File: src/rtl/asmd_seq_multiplier_if.sv
// Start/ready handshake and operand/result bundle for the sequential multiplier.
// The master drives the request side; the multiplier is the slave.
interface asmd_seq_multiplier_if #(
    parameter int word_length = 4
);
    logic                     start;
    logic                     signed_mode;
    logic [word_length-1:0]   word0;
    logic [word_length-1:0]   word1;
    logic [2*word_length-1:0] product;
    logic                     ready;
    logic                     done;

    modport master (
        output start, signed_mode, word0, word1,
        input  product, ready, done
    );

    modport slave (
        input  start, signed_mode, word0, word1,
        output product, ready, done
    );
endinterface

File: src/rtl/asmd_seq_multiplier.sv
// Parametrised shift-add multiplier with IDLE/RUN/FIX control.
// It multiplies magnitudes and restores the sign in FIX, so one datapath serves both modes.
module asmd_seq_multiplier #(
    parameter int word_length = 4
) (
    input  logic               clk,
    input  logic               reset,
    asmd_seq_multiplier_if.slave bus
);
    localparam int W  = word_length;
    localparam int CW = $clog2(W + 1);

    typedef enum logic [1:0] {S_IDLE, S_RUN, S_FIX} state_t;

    state_t         r_state;
    state_t         w_next;
    logic [2*W:0]   r_acc;
    logic [W-1:0]   r_mcand;
    logic [W-1:0]   r_mplier;
    logic [CW-1:0]  r_cnt;
    logic           r_neg;
    logic [2*W-1:0] r_product;
    logic           r_ready;
    logic           r_done;

    logic           w_load;
    logic           w_step;
    logic           w_fix;
    logic [W:0]     w_sum;
    logic [2*W:0]   w_acc_next;
    logic [W-1:0]   w_mag0;
    logic [W-1:0]   w_mag1;

    // NOTE: sequential state uses non-blocking assignments so every register samples pre-edge values.
    always_ff @(posedge clk) begin
        if (reset) r_state <= S_IDLE;
        else       r_state <= w_next;
    end

    // NOTE: a default first keeps these comb blocks from inferring latches on unlisted paths.
    always_comb begin
        w_next = r_state;
        case (r_state)
            S_IDLE:  if (bus.start) w_next = S_RUN;
            S_RUN:   if (r_cnt == CW'(1)) w_next = S_FIX;
            S_FIX:   w_next = S_IDLE;
            default: w_next = S_IDLE;
        endcase
    end

    always_comb begin
        w_load = 1'b0;
        w_step = 1'b0;
        w_fix  = 1'b0;
        case (r_state)
            S_IDLE:  w_load = bus.start;
            S_RUN:   w_step = 1'b1;
            S_FIX:   w_fix  = 1'b1;
            default: ;
        endcase
    end

    // The most negative operand negates to itself, which read unsigned is its true magnitude.
    assign w_mag0 = (bus.signed_mode && bus.word0[W-1]) ? (~bus.word0 + 1'b1) : bus.word0;
    assign w_mag1 = (bus.signed_mode && bus.word1[W-1]) ? (~bus.word1 + 1'b1) : bus.word1;

    // Bit 2W is zero after every shift; including it keeps the carry of the add in view.
    assign w_sum      = r_acc[2*W:W] + (r_mplier[0] ? {1'b0, r_mcand} : '0);
    assign w_acc_next = {w_sum, r_acc[W-1:0]} >> 1;

    always_ff @(posedge clk) begin
        if (reset) begin
            r_acc     <= '0;
            r_mcand   <= '0;
            r_mplier  <= '0;
            r_cnt     <= '0;
            r_neg     <= 1'b0;
            r_product <= '0;
            r_ready   <= 1'b1;
            r_done    <= 1'b0;
        end else begin
            r_done <= w_fix;
            if (w_load) begin
                r_neg    <= bus.signed_mode & (bus.word0[W-1] ^ bus.word1[W-1]);
                r_mcand  <= w_mag0;
                r_mplier <= w_mag1;
                r_acc    <= '0;
                r_cnt    <= CW'(W);
                r_ready  <= 1'b0;
            end
            if (w_step) begin
                r_acc    <= w_acc_next;
                r_mplier <= r_mplier >> 1;
                r_cnt    <= r_cnt - 1'b1;
            end
            if (w_fix) begin
                r_product <= r_neg ? (~r_acc[2*W-1:0] + 1'b1) : r_acc[2*W-1:0];
                r_ready   <= 1'b1;
            end
        end
    end

    assign bus.product = r_product;
    assign bus.ready   = r_ready;
    assign bus.done    = r_done;
endmodule

File: src/flat_wrapper.sv
// flat-port wrapper written by rule: the top's interface ports become plain ports
module asmd_seq_multiplier_flat 
#(
    parameter int word_length = 4
)
  (clk, reset, bus_start, bus_signed_mode, bus_word0, bus_word1, bus_product, bus_ready, bus_done);
  asmd_seq_multiplier_if #(.word_length(word_length)) bus_i ();
  input  logic clk;
  input  logic reset;
  input wire logic [$bits(bus_i.start)-1:0] bus_start;
  input wire logic [$bits(bus_i.signed_mode)-1:0] bus_signed_mode;
  input wire logic [$bits(bus_i.word0)-1:0] bus_word0;
  input wire logic [$bits(bus_i.word1)-1:0] bus_word1;
  output wire logic [$bits(bus_i.product)-1:0] bus_product;
  output wire logic [$bits(bus_i.ready)-1:0] bus_ready;
  output wire logic [$bits(bus_i.done)-1:0] bus_done;
  assign bus_i.start = bus_start;
  assign bus_i.signed_mode = bus_signed_mode;
  assign bus_i.word0 = bus_word0;
  assign bus_i.word1 = bus_word1;
  assign bus_product = bus_i.product;
  assign bus_ready = bus_i.ready;
  assign bus_done = bus_i.done;
  asmd_seq_multiplier #(.word_length(word_length)) u_core (.clk(clk), .reset(reset), .bus(bus_i));
endmodule
File: config.mk
export PLATFORM = sky130hd
export DESIGN_NAME = asmd_seq_multiplier_flat
export DESIGN_NICKNAME = d
export VERILOG_FILES = /design/src/rtl/asmd_seq_multiplier_if.sv /design/src/rtl/asmd_seq_multiplier.sv /design/src/flat_wrapper.sv
export SDC_FILE = /design/constraint.sdc
export NUM_CORES = 1
export LEC_CHECK = 0
export BUFFER_PORTS_ARGS = -buffer_cell sky130_fd_sc_hd__buf_2
export CAP_MARGIN = 20
export CORE_AREA = 10 10 51 93
export CTS_BUF_LIST = sky130_fd_sc_hd__clkbuf_2 sky130_fd_sc_hd__clkbuf_4 sky130_fd_sc_hd__clkbuf_8
export DETAILED_ROUTE_END_ITERATION = 8
export DIE_AREA = 0 0 61 103
export GPL_TIMING_DRIVEN = 1
export PLACE_DENSITY = 0.72
export SLEW_MARGIN = 20
export SYNTH_ARGS = -nofsm -noshare
export SYNTH_HDL_FRONTEND = slang
export SYNTH_SLANG_ARGS = --single-unit
File: constraint.sdc
create_clock -name clk -period 1.44 [get_ports clk]
set_input_delay 0.216 -clock clk [delete_from_list [all_inputs] [get_ports clk]]
set_output_delay 0.216 -clock clk [all_outputs]
set_load 0.1 [all_outputs]
# [Word level (Yosys, flattened, before mapping)]
# Cells that the tools add are included.
[word_totals] input_bits=12 out_inout_bits=10 register_bits=32 wordCells=48
[op_classes] n_addsub=5 eq_ne=5 bitwise=5 reduce_logical=7 mux=16
[op_table] op="$mux W8" count=3
[op_table] op="$mux W3" count=4
[op_table] op="$mux W4" count=3
[op_table] op="$add A4 B1 Y4 const B" count=2
[op_table] op="$add A8 B1 Y8 const B" count=1
[op_table] op="$not A4 Y4" count=2
[op_table] op="$not A8 Y8" count=1
[op_table] op="$add A4 B5 Y5" count=1
[op_table] op="$mux W2" count=2
[op_table] op="$pmux W2 S2" count=1
[op_table] op="$reduce_or A2 Y1" count=2
[op_table] op="$eq A3 B1 Y1 const B" count=1
[op_table] op="$mux W1" count=3
[op_table] op="$sub A3 B1 Y3 const B" count=1
[op_table] op="$eq A2 B1 Y1 const B" count=1
[op_table] op="$eq A2 B2 Y1 const B" count=1
[op_table] op="$logic_and A1 B1 Y1" count=2
[op_table] op="$logic_not A2 Y1" count=1
[op_table] op="$ne A2 B1 Y1 const B" count=1
[op_table] op="$ne A2 B2 Y1 const B" count=1
[op_table] op="$reduce_and A2 Y1" count=1
[op_table] op="$reduce_bool A2 Y1" count=1
[op_table] op="$and A1 B1 Y1" count=1
[op_table] op="$xor A1 B1 Y1" count=1

# [Longest topological paths before layout]
[depth] ltp_word=5 depth_mapped=8 mapped_depth_nobuf=8

# [Worst setup path before layout]
# Ideal clock, no wire load.
[synth_timing] path_type="register to register" startpoint="register u_core.r_mplier[0]" endpoint="register u_core.r_acc[7]" arrival_ps=1406 setup_slack_ps=-52 setup_time_ps=86 stages_incl_launch_ff=8 t_required_ps=1354 n_path_buf=0 path_cell_list="dfxtp_1 and2_1 ha_1 inv_1 fa_1 nor2b_1 o21ai_0 a211oi_1"
[synth_via] elab_chain_cells=3
[synth_rtl] element="start: declaration" line="asmd_seq_multiplier.sv:19" rtl="logic [W-1:0] r_mplier;"
[synth_rtl] element="start signal: assignment" line="asmd_seq_multiplier.sv:86" rtl="r_mplier <= w_mag1;"
[synth_rtl] element="start signal: assignment" line="asmd_seq_multiplier.sv:93" rtl="r_mplier <= r_mplier >> 1;"
[synth_rtl] element="$mux W4" line="asmd_seq_multiplier.sv:68" rtl="assign w_sum = r_acc[2*W:W] + (r_mplier[0] ? {1'b0, r_mcand} : '0);"
[synth_rtl] element="$add A4 B5 Y5" line="asmd_seq_multiplier.sv:68"
[synth_rtl] element="$mux W8" line="asmd_seq_multiplier.sv:91" rtl="if (w_step) begin"
[synth_rtl] element="end signal: assignment" line="asmd_seq_multiplier.sv:92" rtl="r_acc <= w_acc_next;"
[synth_rtl] element="end: declaration" line="asmd_seq_multiplier.sv:17" rtl="logic [2*W:0] r_acc;"
# Every way passes these cells.
# A chain may end at the register's enable or synchronous reset.

# [Final worst setup path]
[layout_timing] startpoint="register u_core.r_mplier[0]" endpoint="register u_core.r_acc[4]"
# The elaborated chain is that of the path after synthesis.

==> flow_summary.toml <==
[routing]
route.detailed.wl_per_inst_um = 13.6
ant_nets = 0
drc = 0
vias_per_cell = 5.55
drt-total-wl_um = 3550
via_count = 1443
first_pass_iters = 4
drt_iter0_drc = 40

[synthesis]
yosysSeqAreaShare_pct = 40.1
ys_warn_count = 0
synthTopCellsByCount = "dfxtp_1, nand2_1, nor2_1"
yosysMostFrequentCell = "dfxtp_1"
synth.top_cells.by_area = "dfxtp_1, ha_1, nand2_1"
synth_edf_count = 0
syn-instance-count = 193
postSynthAreaPerCell_um2 = 8.27
synth_flop_cell = "dfxtp_1"
syn_area_um2 = 1600
post_synth_num_cell_types = 41
ys_seq_elements = 32
synth_top_area_share_pct = 40.1
synth.net_count = 215
async_flop_share_pct = 0
yosysTopAreaCell = "dfxtp_1"

[finish]
diodes = 0
seqCellArea_um2 = 643
area_growth_pct = 25.2
nets = 250
drive_gt1_share_pct = 29.4
design_area_um2 = 2000
fill_cells = 298
multiInputGateArea_um2 = 956

[global_routing]
track_usage_pct = 12.7
grt_max_degree = 17
grt_pass1_wl_um = 6330
grt_pass1_vias = 1468
globalRouteOverflowTotal = 0
antenna_found_initial = 0

[sta]
final.setup_skew_ns = 0.00805
slew_violations = 0
hold_violations = 0
period_share_pct = 105
tightest_slew_ns = 0.487
min_period_ns = 1.52
max_freq_mhz = 659
rsz0062_at_grt = "true"
max-slew-margin-rel_pct = 67.8
final-setup-viol-count = 4
finalWorstSetupSlack_ns = -0.0776

[job]
maxCapViolations = 0

[placed_design]
io_buffers = 21
gp_congestion = 0.894
place_area_um2 = 1790
dp_hpwl_um = 2610

[clocking]
clk_latency_ns = 0.28
cts_tree = "done"
cts_buffer_depth = 2
path_clk_slew_ns = 0.07
clock_sinks = 32
root_buffer = "clkbuf_8"
cts_buffers = 5
cts_max_level = 2

[pwr]
powerDensity_nw_per_um2 = 955
leakagePower_nw = 0.839
ir_worst_vdd_uv = 859
finalPower_mw = 1.91

[status]
outcome = "complete, but fails checks"
violations = "negative setup slack"

[floorplanning]
die_width_um = 61
io_pins = 22
die_area_um2 = 6280
std_cell_rows = 30
start_util_pct = 48.3
core-area_um2 = 3300
die_h_um = 103

[setup_path]
critPathKind = "reg2reg"
arrival_ns = 1.70
end_kind = "register"
worstPathMaxFanout = 3
cp.required_ns = 1.62
critPathLaunchType = "register"

[min_path]
holdCritPathClass = "in2reg"
-- worst paths after layout --
kind | start | end | slack (ns) | cells after the start
hold reg to reg | u_core.bus.product[5]$_SDFFE_PP0P_ | u_core.bus.product[5]$_SDFFE_PP0P_ | 0.44 | 2
hold / removal | bus_word0[0] | u_core.r_mcand[0]$_SDFFE_PP0P_ | 0.22 | 3
setup reg to reg | u_core.r_mplier[0]$_SDFFE_PP0P_ | u_core.r_acc[4]$_SDFFE_PP0P_ | -0.08 | 7
setup / recovery | u_core.r_mplier[0]$_SDFFE_PP0P_ | u_core.r_acc[4]$_SDFFE_PP0P_ | -0.08 | 7
-- critical path, stage by stage (launching register included) --
cell and delay [ns]:
dfxtp_2 0.34, and2_4 0.15, ha_4 0.12, inv_2 0.04, fa_2 0.52, nor2_1 0.04
a31oi_1 0.16, nor2_1 0.05
-- metrics by stage --
stage          utilization [%]  hold WS, ns  setup slack [ns]  std cells  TNS [ns]
2_1_floorplan                -        0.352           -0.0264        193   -0.0264
3_3_place_gp              54.1        0.429           -0.0788        249    -0.126
3_5_place_dp              54.1        0.433            -0.174        249    -0.355
4_1_cts                   59.3        0.217           -0.0804        260    -0.211
5_1_grt                   60.5        0.234            -0.166        260    -0.536
6_report                  60.5        0.217           -0.0776        260    -0.250
-- cells in the final DEF (no fill, tap or decap), drive strengths merged, types with 2 or more instances in the layout --
cell     n
xnor2    6
o31ai    2
or2      2
dfxtp   32
clkbuf   6
a21boi   3
a21oi   14
and2     3
buf     36
a222oi   2
nand4b   2
nand2   22
nor3     4
xor2     2
a311oi   2
nor2b    2
nor2    21
ha       9
a31oi    2
inv     14
a211oi   2
nand3    9
o21ai   13
nand3b   4
nand2b   2
-- sequential cells by signal, indices dropped and copies added, names as in the netlist --
signal,count
u_core.bus.done,1
u_core.bus.product,8
u_core.bus.ready,1
u_core.r_acc,8
u_core.r_cnt,3
u_core.r_mcand,4
u_core.r_mplier,4
u_core.r_neg,1
u_core.r_state,2
-- report_power, final --
group / switching, mW / internal (mW)
combinational: 0.167 / 0.125
sequential: 0.0331 / 0.923
clock: 0.312 / 0.347
total: 0.512 / 1.40
-- routing by layer --
layer / share of wire, % / vias up / track usage, %
met1: 40 / 674 / 13.4
met3: 3.3 / 11 / 2.71
met5: 0 / - / 0
met2: 53 / 26 / 21.7
li1: - / 732 / -
met4: 3.4 / 0 / 7.81
-- repair_timing --
action                     4_1_cts  5_1_grt
setup endpoints to repair        4        6
resized for setup               14       10
pin swaps                        4        6
hold buffers                     0        0
setup buffers                    4        0
-- cell families after synthesis --
group | after synthesis | synth area share [%]
and+or+nand+nor | 76 | 23.0
AOI/OAI and AO/OA | 43 | 17.2
DFF | 32 | 40.1
buffers and inverters | 22 | 5.72
adders and majority gates | 10 | 8.31
xor gates and xnor gates | 8 | 4.39
muxes | 2 | 1.33
-- layout make-up --
class / count / area share, %
flip-flops and latches: 32 / 32.2
clock buffers: 6 / 3.82
well taps: 32 / 2.00
multi-input cells: 139 / 47.8
inverters: 14 / 2.63
clock inverters: 1 / 0.250
repair buffers: 36 / 11.3
Power figures use the tool's default switching activity.
